`src/rtl/pe_tile_defs.vh`:
```
// Shared encodings for the PE tile: config target codes, CLB op codes, SB select values.
`ifndef PE_TILE_DEFS_VH
`define PE_TILE_DEFS_VH

localparam logic [7:0] TGT_SB     = 8'd7;
localparam logic [7:0] TGT_CB0    = 8'd6;
localparam logic [7:0] TGT_CB1    = 8'd5;
localparam logic [7:0] TGT_CLB    = 8'd4;
localparam logic [7:0] TGT_OUTREG = 8'd3;

localparam logic [2:0] OP_AND  = 3'd0;
localparam logic [2:0] OP_OR   = 3'd1;
localparam logic [2:0] OP_XOR  = 3'd2;
localparam logic [2:0] OP_ADD  = 3'd3;
localparam logic [2:0] OP_SUB  = 3'd4;
localparam logic [2:0] OP_PASS = 3'd5;
localparam logic [2:0] OP_NOT  = 3'd6;
localparam logic [2:0] OP_ZERO = 3'd7;

// SB select 0 picks the CLB output; k=1..3 picks side (s+k)%4, same track.
localparam logic [1:0] SB_SEL_PE   = 2'd0;
localparam int         SB_PER_WORD = 16;

`endif

```
`src/rtl/pe_tile_param_pkg.sv`:
```
// Package wrapper so the tile encodings are imported rather than textually repeated.
package pe_tile_param_pkg;
`include "pe_tile_defs.vh"
endpackage

```
`src/rtl/pe_tile_sb.sv`:
```
// Switch box mux array plus optional per-output pipeline register.
// Latency 0 or 1 cycle per output; no backpressure.
module pe_tile_sb
    import pe_tile_param_pkg::*;
#(
    parameter int WIDTH      = 1,
    parameter int NUM_TRACKS = 4
) (
    input  logic                           clk,
    input  logic                           reset,
    input  logic [8*NUM_TRACKS-1:0]        sel_i,
    input  logic [4*NUM_TRACKS-1:0]        outreg_i,
    input  logic [WIDTH-1:0]               pe_out_i,
    input  logic [WIDTH-1:0]               pe_fb_i,
    input  logic [4*NUM_TRACKS*WIDTH-1:0]  in_tracks_i,
    output logic [4*NUM_TRACKS*WIDTH-1:0]  out_tracks_o,
    output logic [2*NUM_TRACKS*WIDTH-1:0]  fb_tracks_o
);
    localparam int NOUT = 4 * NUM_TRACKS;
    localparam int TW   = NOUT * WIDTH;

    logic [TW-1:0] pipe_d;
    logic [TW-1:0] pipe_q;

    for (genvar s = 0; s < 4; s++) begin : g_side
        for (genvar t = 0; t < NUM_TRACKS; t++) begin : g_trk
            localparam int I = s * NUM_TRACKS + t;
            logic [1:0]       sel;
            logic [WIDTH-1:0] in_sel;

            assign sel    = sel_i[2*I +: 2];
            assign in_sel = (sel == 2'd1) ? in_tracks_i[(((s+1)%4)*NUM_TRACKS+t)*WIDTH +: WIDTH] :
                            (sel == 2'd2) ? in_tracks_i[(((s+2)%4)*NUM_TRACKS+t)*WIDTH +: WIDTH] :
                                            in_tracks_i[(((s+3)%4)*NUM_TRACKS+t)*WIDTH +: WIDTH];
            assign pipe_d[I*WIDTH +: WIDTH]       = (sel == SB_SEL_PE) ? pe_out_i : in_sel;
            assign out_tracks_o[I*WIDTH +: WIDTH] = outreg_i[I] ? pipe_q[I*WIDTH +: WIDTH]
                                                                : pipe_d[I*WIDTH +: WIDTH];

            // Copy of sides 0/1 for the connect boxes: a combinational CLB seen through a
            // combinational output is an illegal loop, so it is replaced by zero there.
            if (s < 2) begin : g_fb
                assign fb_tracks_o[I*WIDTH +: WIDTH] = outreg_i[I] ? pipe_q[I*WIDTH +: WIDTH] :
                                                       (sel == SB_SEL_PE) ? pe_fb_i : in_sel;
            end
        end
    end

    always_ff @(posedge clk) begin
        if (reset) begin
            pipe_q <= '0;
        end else begin
            pipe_q <= pipe_d;
        end
    end
endmodule

```
`src/rtl/pe_tile_param.sv`:
```
// Parametrised PE tile: config decode/readback, two connect boxes, CLB, switch box.
// Data latency 0-2 cycles by config; readback 1 cycle; no backpressure.
module pe_tile_param
    import pe_tile_param_pkg::*;
#(
    parameter int WIDTH      = 1,
    parameter int NUM_TRACKS = 4
) (
    input  logic                           clk,
    input  logic                           reset,
    input  logic [31:0]                    config_addr,
    input  logic [31:0]                    config_data,
    input  logic                           config_we,
    input  logic                           config_rd,
    input  logic [15:0]                    tile_id,
    input  logic [4*NUM_TRACKS*WIDTH-1:0]  in_tracks,
    output logic [4*NUM_TRACKS*WIDTH-1:0]  out_tracks,
    output logic [31:0]                    config_rdata,
    output logic                           config_rvalid
);
    localparam int NOUT = 4 * NUM_TRACKS;
    localparam int CB_W = $clog2(2 * NUM_TRACKS);

    logic [7:0]              cfg_tgt;
    logic [7:0]              cfg_word;
    logic                    cfg_hit;
    logic [2*NOUT-1:0]       sb_sel_d, sb_sel_q;
    logic [CB_W-1:0]         cb0_d, cb0_q, cb1_d, cb1_q;
    logic [3:0]              clb_cfg_d, clb_cfg_q;
    logic [NOUT-1:0]         outreg_d, outreg_q;
    logic [31:0]             rdata_d, rdata_q;
    logic                    rvalid_d, rvalid_q;
    logic [WIDTH-1:0]        op0, op1, clb_res, clb_q, pe_out, pe_fb;
    logic [2*NUM_TRACKS*WIDTH-1:0] fb_tracks;

    assign cfg_tgt  = config_addr[23:16];
    assign cfg_word = config_addr[31:24];
    assign cfg_hit  = (config_addr[15:0] == tile_id);

    always_comb begin
        sb_sel_d  = sb_sel_q;
        cb0_d     = cb0_q;
        cb1_d     = cb1_q;
        clb_cfg_d = clb_cfg_q;
        outreg_d  = outreg_q;
        if (config_we && cfg_hit) begin
            case (cfg_tgt)
                TGT_SB: begin
                    for (int i = 0; i < NOUT; i++) begin
                        if (i / SB_PER_WORD == int'(cfg_word)) begin
                            sb_sel_d[2*i +: 2] = config_data[2*(i%SB_PER_WORD) +: 2];
                        end
                    end
                end
                TGT_CB0:    cb0_d     = config_data[CB_W-1:0];
                TGT_CB1:    cb1_d     = config_data[CB_W-1:0];
                TGT_CLB:    clb_cfg_d = config_data[3:0];
                TGT_OUTREG: outreg_d  = config_data[NOUT-1:0];
                default: ;
            endcase
        end
    end

    // Readback samples the pre-write registers, so a same-cycle write returns the old word.
    always_comb begin
        rvalid_d = config_rd && cfg_hit;
        rdata_d  = '0;
        if (rvalid_d) begin
            case (cfg_tgt)
                TGT_SB: begin
                    for (int i = 0; i < NOUT; i++) begin
                        if (i / SB_PER_WORD == int'(cfg_word)) begin
                            rdata_d[2*(i%SB_PER_WORD) +: 2] = sb_sel_q[2*i +: 2];
                        end
                    end
                end
                TGT_CB0:    rdata_d[CB_W-1:0] = cb0_q;
                TGT_CB1:    rdata_d[CB_W-1:0] = cb1_q;
                TGT_CLB:    rdata_d[3:0]      = clb_cfg_q;
                TGT_OUTREG: rdata_d[NOUT-1:0] = outreg_q;
                default: ;
            endcase
        end
    end

    always_comb begin
        op0 = '0;
        op1 = '0;
        for (int j = 0; j < NUM_TRACKS; j++) begin
            if (int'(cb0_q) == j)              op0 = in_tracks[j*WIDTH +: WIDTH];
            if (int'(cb0_q) == j + NUM_TRACKS) op0 = fb_tracks[j*WIDTH +: WIDTH];
            if (int'(cb1_q) == j)              op1 = in_tracks[(NUM_TRACKS+j)*WIDTH +: WIDTH];
            if (int'(cb1_q) == j + NUM_TRACKS) op1 = fb_tracks[(NUM_TRACKS+j)*WIDTH +: WIDTH];
        end
    end

    always_comb begin
        clb_res = '0;
        case (clb_cfg_q[2:0])
            OP_AND:  clb_res = op0 & op1;
            OP_OR:   clb_res = op0 | op1;
            OP_XOR:  clb_res = op0 ^ op1;
            OP_ADD:  clb_res = op0 + op1;
            OP_SUB:  clb_res = op0 - op1;
            OP_PASS: clb_res = op0;
            OP_NOT:  clb_res = ~op0;
            OP_ZERO: clb_res = '0;
        endcase
    end

    assign pe_out = clb_cfg_q[3] ? clb_q : clb_res;
    assign pe_fb  = clb_cfg_q[3] ? clb_q : '0;

    always_ff @(posedge clk) begin
        if (reset) begin
            sb_sel_q  <= '0;
            cb0_q     <= '0;
            cb1_q     <= '0;
            clb_cfg_q <= '0;
            outreg_q  <= '0;
            clb_q     <= '0;
            rdata_q   <= '0;
            rvalid_q  <= 1'b0;
        end else begin
            sb_sel_q  <= sb_sel_d;
            cb0_q     <= cb0_d;
            cb1_q     <= cb1_d;
            clb_cfg_q <= clb_cfg_d;
            outreg_q  <= outreg_d;
            clb_q     <= clb_res;
            rdata_q   <= rdata_d;
            rvalid_q  <= rvalid_d;
        end
    end

    assign config_rdata  = rdata_q;
    assign config_rvalid = rvalid_q;

    pe_tile_sb #(
        .WIDTH      (WIDTH),
        .NUM_TRACKS (NUM_TRACKS)
    ) u_sb (
        .clk          (clk),
        .reset        (reset),
        .sel_i        (sb_sel_q),
        .outreg_i     (outreg_q),
        .pe_out_i     (pe_out),
        .pe_fb_i      (pe_fb),
        .in_tracks_i  (in_tracks),
        .out_tracks_o (out_tracks),
        .fb_tracks_o  (fb_tracks)
    );
endmodule
```
`config.mk`:
```
export PLATFORM = sky130hd
export DESIGN_NAME = pe_tile_param
export DESIGN_NICKNAME = d
export VERILOG_FILES = /design/src/rtl/pe_tile_param_pkg.sv /design/src/rtl/pe_tile_sb.sv /design/src/rtl/pe_tile_param.sv
export VERILOG_INCLUDE_DIRS = /design/src /design/src/rtl
export SDC_FILE = /design/constraint.sdc
export NUM_CORES = 1
export LEC_CHECK = 0
export BUFFER_PORTS_ARGS = -buffer_cell sky130_fd_sc_hd__buf_4
export CAP_MARGIN = 25
export CORE_MARGIN = 5
export CORE_UTILIZATION = 50
export CTS_CLUSTER_DIAMETER = 150
export DETAILED_ROUTE_END_ITERATION = 7
export PLACE_DENSITY = 0.77
export SLEW_MARGIN = 20
export SYNTH_ARGS = -nofsm -noshare
export SYNTH_HDL_FRONTEND = slang
export SYNTH_HIERARCHICAL = 1
export SYNTH_SLANG_ARGS = --single-unit
```
`constraint.sdc`:
```
create_clock -name clk -period 7.4 [get_ports clk]
set_clock_uncertainty 0.05 [all_clocks]
set_input_delay 1.11 -clock clk [delete_from_list [all_inputs] [get_ports clk]]
set_output_delay 1.11 -clock clk [all_outputs]
set_load 0.005 [all_outputs]
```
==> run_results.csv <==
group,metric,value,unit
yosys,netlist_instances,565,
worst_hold_path,hp-class,"register to register",
place,gp_congestion,0.9549,
finish,syn2layout_area_growth,26.09,%
critical_path,path_class,"input pin to output pin",
floorplanning,ioPinCount,149,
finish,fin_nets,797,
critical_path,crit_family,"multiplexers",
finish,diodes,0,
sta,slew_viol_final,0,
routing,routed_via_density,5.690,
place,dpl.hpwl,11.60,mm
floorplanning,die_w,113.2,um
cts,clock-sinks,108,
place,portBuffers,148,
sta,worst_slew_pin_slew,894.0,ps
worst_hold_path,holdPathEnd,"sb_sel_q[20]",
global_routing,grt.total_usage,24.09,%
cts,cts_tree,"yes",
floorplanning,die-area,12810,um2
routing,route.detailed.drc,0,
pwr,powerDensity,160.9,nW/um2
yosys,synthArstFlopShare,0,%
cts,clockRootBuffer,"clkbuf_8",
critical_path,reg2reg_from,"sb_sel_q[6]",
floorplanning,placeableCoreArea,10370,um2
cts,ctsHtreeMaxLevel,3,
global_routing,grt_pass1_vias,4809,
yosys,synth_area_leader_cell,"dfxtp_1",
critical_path,crit_chain,"buf_4, mux2_2, o31ai_1, a31oi_1, mux4_2, mux2i_1, ha_1, mux2_2, o21ai_0, o21ai_0, nor3_1, a21oi_1, buf_4, mux2i_1, mux2_2, o21ai_0, buf_4",
critical_path,cp-start-kind,"input pin",
critical_path,cp_data_arrival_time,4630,ps
critical_path,critical_path.max_fanout,16,
critical_path,path_buf_inv,3,
pwr,leakagePower,2.640,nW
sta,fin_tns_setup,0,ps
critical_path,cpPeakStageDelay,490,ps
floorplanning,rows,37,
outcome,outcome,"finished clean",
cts,clkLatencyLatePin,380,ps
yosys,synth_top_area_share,40.62,%
sta,min_period_over_period,78.18,%
floorplanning,start_util,51.33,%
global_routing,grt_max_degree,94,
sta,period_minus_slack,5786,ps
cts,post_cts_buffers,0,
yosys,synth.cell_area,5323,um2
worst_hold_path,worstHoldPathCells,2,
yosys,avgSynthCellArea,9.421,um2
routing,vias,4757,
sta,rsz0062_at_grt,"false",
sta,hold_viol,0,
cts,clockBufferDepth,2,
yosys,ys_ff_latch,108,
sta,relSlewSlack,40.40,%
yosys,synth_edf_count,0,
worst_hold_path,min-delay-start,"sb_sel_q[20]",
cts,cts_made_buffers,9,
global_routing,grt-ovfl-total,0,
critical_path,reg2reg_depth,15,
cts,cts.repair.resized,0,
critical_path,r2r_end,"u_sb/pipe_q[15]",
cts,ctsHoldBuffers,0,
sta,fmax,0.1728,GHz
global_routing,antenna_found_initial,0,
routing,wl,15.58,mm
critical_path,required,6240,ps
routing,wl_per_cell,18.64,um
routing,drt_pass1_iterations,5,
run,cap_violations,0,
yosys,ys.flop_type,"dfxtp_1",
global_routing,grt_pass1_wl,24.58,mm
pwr,peakVddDrop,125.2,uV
yosys,ys_warn_count,6,
routing,final_antenna_net_count,0,
yosys,syn_nets,667,
critical_path,critical_path.slowest_cell,"mux4_2",
critical_path,endpoint_kind,"output pin",
yosys,ys_types,42,
critical_path,regToRegSetupSlack,3470,ps
routing,drt_iter0_drc,316,
yosys,synth_area_leaders,"dfxtp_1 41%, mux2i_1 12%, nand2b_1 8.2%, o31ai_1 4.2%, mux2_2 3.8%",
pwr,power,1.080,mW
floorplanning,die_y,113.2,um
cts,clkSlewWorstSetupHoldPaths,100,ps
yosys,yosysSeqAreaShare,40.62,%
sta,finalSetupViolations,0,
finish,layout-drive-gt1-share,28.29,%
report_power, final:
group          switching, mW  internal [mW]  leakage (nW)
logic                 0.0498         0.0613          1.66
registers           0.000837          0.584         0.872
clock network          0.204          0.179         0.108
total                  0.255          0.825          2.64
how the worst max path moves through the flow:
stage	cells past startpoint	slack (ps)	startpoint	endpoint
6_report	17	1610	in_tracks[11]	out_tracks[13]
5_1_grt	17	1430	in_tracks[11]	out_tracks[8]
4_1_cts	17	1680	in_tracks[11]	out_tracks[8]
3_5_place_dp	17	1700	in_tracks[11]	out_tracks[13]
3_3_place_gp	18	1860	in_tracks[2]	out_tracks[15]
2_1_floorplan	16	2270	in_tracks[3]	out_tracks[10]
layout make-up:
cell class,count,area (um2)
clock buffers,11,151.4
inverters,13,48.80
multi-input cells,411,2952
fillers,899,3659
clock inverters,5,66.31
well taps,136,170.2
repair buffers,152,1161
flip-flops and latches,108,2162
registers in the layout (all words and copies together), names as in the netlist:
| name | count |
|---|---|
| clb_cfg_q | 4 |
| cb1_q | 3 |
| outreg_q | 16 |
| u_sb/pipe_q | 16 |
| config_rvalid | 1 |
| clb_q | 1 |
| sb_sel_q | 32 |
| cb0_q | 3 |
| config_rdata | 32 |
synthesized netlist by cell type (13+ instances only):
cell,number
mux2i_1,65
a21oi_1,35
dfxtp_1,108
o21ai_0,13
xor2_1,16
nand4_1,24
mux2_2,18
and2_1,18
clkbuf_1,24
nor2_1,28
nand2_1,26
o31ai_1,30
nand2b_1,70
worst reg2reg max path: stages, from the launching register on:
cell	delay, ps
dfxtp_1	460
mux2_2	390
o31ai_1	350
a31oi_1	90
mux4_2	490
mux2i_1	300
ha_1	310
mux2_2	270
o21ai_0	140
o21ai_0	130
nor3_1	150
a21oi_1	70
buf_4	210
mux2i_1	130
mux2_2	200
nor2_1	50
cell families after synthesis:
| kind of cell | Yosys count | share of synthesized area [%] |
|---|---|---|
| xor gates and xnor gates | 16 | 2.633 |
| adders and majority gates | 2 | 0.4701 |
| buffers and inverters | 46 | 4.019 |
| DFF | 108 | 40.62 |
| and+or+nand+nor | 194 | 20.80 |
| muxes | 87 | 17.72 |
| AOI/OAI and AO/OA | 112 | 13.73 |
cells in the final DEF, fill, tap and decap left out, drive strengths merged:
cell type  synthesis  routed
clkinv             0       1
or2                1       1
and3               1       1
a22o              12      12
dfxtp            108     108
and4b              1       1
buf                9     152
a22oi              3       3
nor3               5       5
nor4               5       5
and2              18      18
mux2i             65      65
or4                2       2
o31ai             30      30
nand4             24      24
ha                 2       2
nor2b              1       1
bufinv             0       1
nand3b             4       4
nor2              29      29
mux4               4       4
a31oi              8       8
o21ai             15      15
or3                1       1
a2111oi            1       1
a211oi             8       8
mux2              18      18
nor3b              1       1
nand2             26      26
clkinvlp           0       1
nand3              4       4
nand2b            70      70
clkbuf            24      11
a21oi             35      35
xor2              16      16
inv               13      15
and4               1       1
metrics by stage:
stage                     setup WS [ps]  hold WS, ps  util (%)  cell area (um2)  instances
final                              1614        460.2     64.72             6711        836
after global routing               1430        474.4     64.72             6711        836
after CTS                          1679        461.0     64.45             6684        835
after detailed placement           1700        448.1     62.36             6466        819
after global placement             1862        441.1     62.36             6466        819
after floorplan                    2274        411.7         -             5323        565
layer usage:
metal	track usage [%]	routed length, um	vias to the layer above
met5	0	0	-
met4	8.654	407	0
met3	4.599	896	32
met1	31.17	6683	2273
li1	-	-	2289
met2	40.13	7594	163
(Power assumes the default switching activity.)
